==> src/rtl/apb_cmd_pkg.sv <==
// Shared types and constants for the APB command master.
package apb_cmd_pkg;

  localparam int APB_ADDR_MSB = 23;
  localparam int APB_ADDR_LSB = 2;
  localparam int APB_DATA_W   = 32;

  typedef logic [APB_ADDR_MSB:APB_ADDR_LSB] apb_addr_t;
  typedef logic [APB_DATA_W-1:0]            apb_data_t;

  typedef enum logic [1:0] {
    IDLE,
    SETUP,
    ACCESS
  } apb_state_e;

endpackage

==> src/rtl/apb_cmd_master_if.sv <==
// Command/response stream plus APB bus signals of the command master.
interface apb_cmd_master_if;
  import apb_cmd_pkg::*;

  // command stream
  logic      cmd_valid;
  logic      cmd_ready;
  logic      cmd_write;
  apb_addr_t cmd_addr;
  apb_data_t cmd_wdata;

  // response stream
  logic      rsp_valid;
  logic      rsp_ready;
  apb_data_t rsp_rdata;
  logic      rsp_err;

  // APB bus
  apb_addr_t paddr;
  logic      pwrite;
  apb_data_t pwdata;
  logic      psel;
  logic      penable;
  logic      pready;
  apb_data_t prdata;

  // view of the command master itself
  modport master (
    input  cmd_valid, cmd_write, cmd_addr, cmd_wdata, rsp_ready, pready, prdata,
    output cmd_ready, rsp_valid, rsp_rdata, rsp_err,
    output paddr, pwrite, pwdata, psel, penable
  );

  // view of the environment: command source, response sink and APB slave
  modport slave (
    output cmd_valid, cmd_write, cmd_addr, cmd_wdata, rsp_ready, pready, prdata,
    input  cmd_ready, rsp_valid, rsp_rdata, rsp_err,
    input  paddr, pwrite, pwdata, psel, penable
  );

endinterface

==> src/rtl/apb_timeout_ctr.sv <==
// Counts ACCESS wait cycles; expired flags that the limit has been reached.
// A limit of 0 disables the timeout entirely.
module apb_timeout_ctr #(
  parameter int unsigned TIMEOUT_CYCLES = 256
) (
  input  logic clk,
  input  logic reset,
  input  logic clr,
  input  logic inc,
  output logic expired
);

  generate
    if (TIMEOUT_CYCLES == 0) begin : g_off
      assign expired = 1'b0;
    end else begin : g_on
      localparam int W = $clog2(TIMEOUT_CYCLES + 1);
      localparam logic [W-1:0] LIMIT = W'(TIMEOUT_CYCLES);

      logic [W-1:0] count_reg;

      // clear on transfer start, count wait cycles, never run past the limit
      always_ff @(posedge clk or posedge reset) begin
        if (reset) begin
          count_reg <= '0;
        end else if (clr) begin
          count_reg <= '0;
        end else if (inc && (count_reg != LIMIT)) begin
          count_reg <= count_reg + W'(1);
        end
      end

      assign expired = (count_reg == LIMIT);
    end
  endgenerate

endmodule

==> src/rtl/apb_cmd_master.sv <==
// Single-outstanding APB master: one valid/ready command becomes one APB
// transfer, whose result lands in a one-entry response register.
module apb_cmd_master
  import apb_cmd_pkg::*;
#(
  parameter int unsigned TIMEOUT_CYCLES = 256
) (
  input  logic              clk,
  input  logic              reset,
  apb_cmd_master_if.master  bus
);

  apb_state_e state_reg, state_next;
  apb_addr_t  paddr_reg, paddr_next;
  logic       pwrite_reg, pwrite_next;
  apb_data_t  pwdata_reg, pwdata_next;
  logic       psel_reg, psel_next;
  logic       penable_reg, penable_next;
  logic       rsp_valid_reg, rsp_valid_next;
  apb_data_t  rsp_rdata_reg, rsp_rdata_next;
  logic       rsp_err_reg, rsp_err_next;

  logic cmd_ready_int;
  logic ctr_clr;
  logic ctr_inc;
  logic ctr_expired;

  apb_timeout_ctr #(
    .TIMEOUT_CYCLES (TIMEOUT_CYCLES)
  ) u_timeout (
    .clk     (clk),
    .reset   (reset),
    .clr     (ctr_clr),
    .inc     (ctr_inc),
    .expired (ctr_expired)
  );

  // state register; psel/penable reset asynchronously so a reset kills the bus at once
  always_ff @(posedge clk or posedge reset) begin
    if (reset) begin
      state_reg     <= IDLE;
      paddr_reg     <= '0;
      pwrite_reg    <= 1'b0;
      pwdata_reg    <= '0;
      psel_reg      <= 1'b0;
      penable_reg   <= 1'b0;
      rsp_valid_reg <= 1'b0;
      rsp_rdata_reg <= '0;
      rsp_err_reg   <= 1'b0;
    end else begin
      state_reg     <= state_next;
      paddr_reg     <= paddr_next;
      pwrite_reg    <= pwrite_next;
      pwdata_reg    <= pwdata_next;
      psel_reg      <= psel_next;
      penable_reg   <= penable_next;
      rsp_valid_reg <= rsp_valid_next;
      rsp_rdata_reg <= rsp_rdata_next;
      rsp_err_reg   <= rsp_err_next;
    end
  end

  // next-state, bus and response logic
  always_comb begin
    state_next     = state_reg;
    paddr_next     = paddr_reg;
    pwrite_next    = pwrite_reg;
    pwdata_next    = pwdata_reg;
    psel_next      = psel_reg;
    penable_next   = penable_reg;
    rsp_valid_next = rsp_valid_reg;
    rsp_rdata_next = rsp_rdata_reg;
    rsp_err_next   = rsp_err_reg;
    cmd_ready_int  = 1'b0;
    ctr_clr        = 1'b0;
    ctr_inc        = 1'b0;

    // a draining response frees the register in the same cycle
    if (rsp_valid_reg && bus.rsp_ready) begin
      rsp_valid_next = 1'b0;
    end

    case (state_reg)
      IDLE: begin
        cmd_ready_int = !rsp_valid_reg || bus.rsp_ready;
        if (bus.cmd_valid && cmd_ready_int) begin
          paddr_next   = bus.cmd_addr;
          pwrite_next  = bus.cmd_write;
          pwdata_next  = bus.cmd_wdata;
          psel_next    = 1'b1;
          penable_next = 1'b0;
          ctr_clr      = 1'b1;
          state_next   = SETUP;
        end
      end
      SETUP: begin
        penable_next = 1'b1;
        state_next   = ACCESS;
      end
      ACCESS: begin
        // pready wins over a timeout reached in the same cycle
        if (bus.pready) begin
          rsp_valid_next = 1'b1;
          rsp_rdata_next = pwrite_reg ? '0 : bus.prdata;
          rsp_err_next   = 1'b0;
          psel_next      = 1'b0;
          penable_next   = 1'b0;
          state_next     = IDLE;
        end else if (ctr_expired) begin
          rsp_valid_next = 1'b1;
          rsp_rdata_next = '0;
          rsp_err_next   = 1'b1;
          psel_next      = 1'b0;
          penable_next   = 1'b0;
          state_next     = IDLE;
        end else begin
          ctr_inc = 1'b1;
        end
      end
      default: begin
        psel_next    = 1'b0;
        penable_next = 1'b0;
        state_next   = IDLE;
      end
    endcase
  end

  assign bus.cmd_ready = cmd_ready_int;
  assign bus.paddr     = paddr_reg;
  assign bus.pwrite    = pwrite_reg;
  assign bus.pwdata    = pwdata_reg;
  assign bus.psel      = psel_reg;
  assign bus.penable   = penable_reg;
  assign bus.rsp_valid = rsp_valid_reg;
  assign bus.rsp_rdata = rsp_rdata_reg;
  assign bus.rsp_err   = rsp_err_reg;

endmodule

==> src/flat_wrapper.sv <==
// flat-port wrapper written by rule: the top's interface ports become plain ports
module apb_cmd_master_flat import apb_cmd_pkg::*;
#(
  parameter int unsigned TIMEOUT_CYCLES = 256
)
  (clk, reset, bus_cmd_valid, bus_cmd_write, bus_cmd_addr, bus_cmd_wdata, bus_rsp_ready, bus_pready, bus_prdata, bus_cmd_ready, bus_rsp_valid, bus_rsp_rdata, bus_rsp_err, bus_paddr, bus_pwrite, bus_pwdata, bus_psel, bus_penable);
  apb_cmd_master_if bus_i ();
  input  logic clk;
  input  logic reset;
  input wire logic [$bits(bus_i.cmd_valid)-1:0] bus_cmd_valid;
  input wire logic [$bits(bus_i.cmd_write)-1:0] bus_cmd_write;
  input wire logic [$bits(bus_i.cmd_addr)-1:0] bus_cmd_addr;
  input wire logic [$bits(bus_i.cmd_wdata)-1:0] bus_cmd_wdata;
  input wire logic [$bits(bus_i.rsp_ready)-1:0] bus_rsp_ready;
  input wire logic [$bits(bus_i.pready)-1:0] bus_pready;
  input wire logic [$bits(bus_i.prdata)-1:0] bus_prdata;
  output wire logic [$bits(bus_i.cmd_ready)-1:0] bus_cmd_ready;
  output wire logic [$bits(bus_i.rsp_valid)-1:0] bus_rsp_valid;
  output wire logic [$bits(bus_i.rsp_rdata)-1:0] bus_rsp_rdata;
  output wire logic [$bits(bus_i.rsp_err)-1:0] bus_rsp_err;
  output wire logic [$bits(bus_i.paddr)-1:0] bus_paddr;
  output wire logic [$bits(bus_i.pwrite)-1:0] bus_pwrite;
  output wire logic [$bits(bus_i.pwdata)-1:0] bus_pwdata;
  output wire logic [$bits(bus_i.psel)-1:0] bus_psel;
  output wire logic [$bits(bus_i.penable)-1:0] bus_penable;
  assign bus_i.cmd_valid = bus_cmd_valid;
  assign bus_i.cmd_write = bus_cmd_write;
  assign bus_i.cmd_addr = bus_cmd_addr;
  assign bus_i.cmd_wdata = bus_cmd_wdata;
  assign bus_i.rsp_ready = bus_rsp_ready;
  assign bus_i.pready = bus_pready;
  assign bus_i.prdata = bus_prdata;
  assign bus_cmd_ready = bus_i.cmd_ready;
  assign bus_rsp_valid = bus_i.rsp_valid;
  assign bus_rsp_rdata = bus_i.rsp_rdata;
  assign bus_rsp_err = bus_i.rsp_err;
  assign bus_paddr = bus_i.paddr;
  assign bus_pwrite = bus_i.pwrite;
  assign bus_pwdata = bus_i.pwdata;
  assign bus_psel = bus_i.psel;
  assign bus_penable = bus_i.penable;
  apb_cmd_master #(.TIMEOUT_CYCLES(TIMEOUT_CYCLES)) u_core (.clk(clk), .reset(reset), .bus(bus_i));
endmodule
==> config.mk <==
export PLATFORM = sky130hd
export DESIGN_NAME = apb_cmd_master_flat
export DESIGN_NICKNAME = d
export VERILOG_FILES = /design/src/rtl/apb_cmd_pkg.sv /design/src/rtl/apb_cmd_master_if.sv /design/src/rtl/apb_timeout_ctr.sv /design/src/rtl/apb_cmd_master.sv /design/src/flat_wrapper.sv
export SDC_FILE = /design/constraint.sdc
export NUM_CORES = 1
export LEC_CHECK = 0
export BUFFER_PORTS_ARGS = -buffer_cell sky130_fd_sc_hd__buf_2
export CORE_MARGIN = 4
export CORE_UTILIZATION = 40
export DETAILED_ROUTE_END_ITERATION = 8
export HOLD_SLACK_MARGIN = 0.02
export PLACE_DENSITY_LB_ADDON = 0.12
export SLEW_MARGIN = 15
export SYNTH_ARGS = -nofsm -noshare
export SYNTH_HDL_FRONTEND = slang
export SYNTH_SLANG_ARGS = --single-unit
==> constraint.sdc <==
create_clock -name clk -period 6.1 [get_ports clk]
set_clock_uncertainty 0.2 [all_clocks]
set_input_delay 0.61 -clock clk [delete_from_list [all_inputs] [get_ports clk]]
set_output_delay 0.61 -clock clk [all_outputs]
set_load 0.05 [all_outputs]
==> impl_summary.md <==
Outcome
The run finished with clean final reports.

Synth
The mean cell area of the mapped netlist is approximately 13 um^2. During synthesis, Yosys emitted a total of 0 warnings. The area share of the leading cell type in the synthesized netlist is 60.2%.

The synthesized design contains 101 register bits. The most area-hungry cell type in the Yosys netlist is sky130_fd_sc_hd__dfrtp_1. Synthesis instantiated 35 different standard cells from the library. In the synthesized netlist, the number of instances is 320.

After synthesis the cells add up to 4200 um^2. Ranked by total cell area, the synthesized netlist is headed by sky130_fd_sc_hd__dfrtp_1 60%, sky130_fd_sc_hd__mux2_1 15%, sky130_fd_sc_hd__mux2i_1 7.9%. The part of the Yosys area used for sequential elements is 60.2%. The post-synth net total is 414.

Floorplanning
The floorplan step defined a die boundary enclosing 12200 um^2. The effective utilization at floorplan is 40.8%. The die is 110 um tall.

The horizontal extent of the die is 110 um. The placeable core region is 10300 um^2. The number of placement rows is 37. The number of ports placed on the die boundary is 184.

Power
The total net switching power is 1690 uW. The part of the power in registers is 32.5%. The fraction of power consumed by the clock network is approximately 15%.

The internal power of the cells totals 1660 uW. Combinational cells account for 52.3% of the total power. The power per standard cell area is 609 nW/um^2. The worst-case IR drop observed on VDD is between 0.3 and 0.4 mV. For this design the static power due to leakage is about 0.0027 uW.

The switching part of the total is 50.5%.

STA
The final period utilization is 42.0%. The number of failing setup endpoints in the final timing report is 0. The maximum frequency from static timing analysis is roughly 0.4 GHz. The max-slew headroom at the worst pin is roughly half.

After routing, the total negative slack on setup checks comes to 0 ns. Counting I/O delays and the setup requirement, the final critical path takes about 2.6 ns. The max-slew violation total from the final report is 0. Setup repair after global routing left no endpoint under its margin. The number of failing hold endpoints at the final stage is 0. At the pin with the least slew margin, the transition time is 0.734 ns.

Drt
In the routed design, unresolved DRC markers number 0. The first TritonRoute pass finished after 4 iterations. The detailed router finished its first iteration with 119 violations. The average detailed-routed wire length per instance is 14.3 um.

Across all layers, the routed design uses around 3000 vias. The count of nets left with antenna violations once routing finished came out at 0. In the routed layout, each cell is associated on average with a via count of ~4.6. The overall routed net length is slightly above 9 mm.

Run
The count of maximum capacitance violations is 0.

Clock tree
The number of H-tree levels is 3. The number of post-CTS setup repair buffers is 0. The tree built by TritonCTS fans out to ~100 sinks. TritonCTS built the clock tree. Clock tree synthesis inserted a total of 9 buffers. The clock transition at the registers of the reported paths is 0.09 ns. In this run the clock root is driven by a sky130_fd_sc_hd__clkbuf_8.

Counting along the longest clock path gives a buffer depth of 2. The later-pin clock latency in the skew report is 0.36 ns.

Place
The instance area at placement is approximately 5200 um^2. The HPWL after detailed placement is 6.67 mm. Buffers placed on the I/O ports in this run total 183. Routability-driven placement finished with a final weighted congestion of 0.771.

Setup path
STA puts the critical path data arrival time at about 2.6 ns. The maximum net fanout on the critical path is 59. The worst setup path is launched from a flip-flop. The data required time at the worst endpoint is around 6.2 ns. The type of destination of the critical path is a flip-flop.

The critical path is of the reg2reg type.

Final layout
Compared with the post-synthesis result, the final layout area differs by 30.9%. In the layout the commonest cells are 183 x sky130_fd_sc_hd__buf_2, 101 x sky130_fd_sc_hd__dfrtp_1, 55 x sky130_fd_sc_hd__mux2_1. With fillers left out, the area of the finished cells amounts to roughly 5500 um^2. The repair_antennas step left the layout with diodes totalling 0.

In the final layout, the share of cells above drive strength 1 is 41.5%. The number of nets at the end of the flow is 600. The library cell used most frequently in the layout, excluding fill and tap cells, is sky130_fd_sc_hd__buf_2.

Global routing
The global-route congestion overflow total is 0. Entering global routing, the biggest net connects 85 pins. In the global route stage, overall resource usage came out at 15.7%.

The number of antenna violations at the first check in global routing was 0. The number of global-route vias before repair was between 3000 and 4000. The first-pass GRT wire length is 15.8 mm.

Worst hold path
The min-delay analysis places its worst path in the category in2reg.
## metrics by stage
step | total power [uW] | hold WS [ns] | setup slack [ns] | cells | utilization (%)
3_3_place_gp | 2850 | 0.262 | 3.28 | 629 | 50.8
2_1_floorplan | 2460 | 0.303 | 2.64 | 320 | -
4_1_cts | 3390 | 0.234 | 3.45 | 646 | 53.2
3_5_place_dp | 2870 | 0.271 | 3.25 | 629 | 50.8
6_report | 3350 | 0.258 | 3.54 | 647 | 53.5
5_1_grt | 3520 | 0.234 | 3.28 | 647 | 53.5
## cells in the mapped netlist (all sizes together)
library cell and count:
o21ai 2, mux2 56, nor2 8, a22o 1, a21oi 4, clkbuf 3
mux2i 33, ha 2, buf 11, nand2 35, nor3b 1, xnor2 3
o32a 1, or3b 1, nand4 3, or2b 1, xor2 2, nor2b 1
a2111oi 1, or2 1, and4bb 1, dfrtp 101, nor3 4, a21o 1
inv 37, nor4b 1, nor4 1, or3 1, and3 1, nand3 2
## layer usage
layer | up-vias | track usage, % | wire length [um]
li1 | 1422 | - | -
met5 | - | 0 | 0
met3 | 12 | 5.15 | 749
met2 | 112 | 24.5 | 4230
met1 | 1455 | 20.2 | 4070
met4 | 0 | 6.65 | 172
## power by group through the flow
stage          logic (uW)  registers [uW]  clock network, uW
6_report             1750            1090                507
2_1_floorplan         424            2030                  0
4_1_cts              1770            1090                525
3_5_place_dp         1770            1100                  0
3_3_place_gp         1750            1100                  0
5_1_grt              1850            1130                547
## area by class of cell
type / instances / area, um^2
clock buffer: 12 / 145
tap: 136 / 170
fill: 955 / 4780
timing repair buffer: 189 / 983
clock inverter: 4 / 95.1
multi-input combinational: 168 / 1430
inverter: 37 / 141
sequential: 101 / 2530
## repair_timing
item,CTS,global route
hold buffers,1,0
hold endpoints to repair,17,0
resized for setup,0,0
## worst paths after layout
| check | start | to | slack, ns | cells past startpoint |
|---|---|---|---|---|
| max | u_core.state_reg[0] | u_core.bus.paddr[5] | 3.54 | 3 |
| min | bus_cmd_wdata[26] | u_core.bus.pwdata[26] | 0.26 | 2 |
| max reg2reg | u_core.state_reg[0] | u_core.bus.paddr[5] | 3.54 | 3 |
| min reg2reg | u_core.bus.paddr[15] | u_core.bus.paddr[15] | 0.28 | 1 |
| max in group asynchronous | reset | u_core.bus.rsp_rdata[28] | 4.20 | 5 |
| min in group asynchronous | reset | u_core.bus.paddr[11] | 0.51 | 3 |
## cell families after synthesis
group	synth area share, %
flip-flops	60.2
multiplexers	22.9
AND/OR/NAND/NOR	7.51
buffers and inverters	5.84
AO/OA/AOI/OAI	1.88
XOR/XNOR	1.04
adder cells (fa/ha/maj)	0.596
## critical path, cell delays in order (launching register included)
cell,delay [ns]
sky130_fd_sc_hd__dfrtp_1,0.49
sky130_fd_sc_hd__nor4b_2,0.63
sky130_fd_sc_hd__buf_4,0.70
sky130_fd_sc_hd__mux2_1,0.39
(Power assumes the default switching activity.)
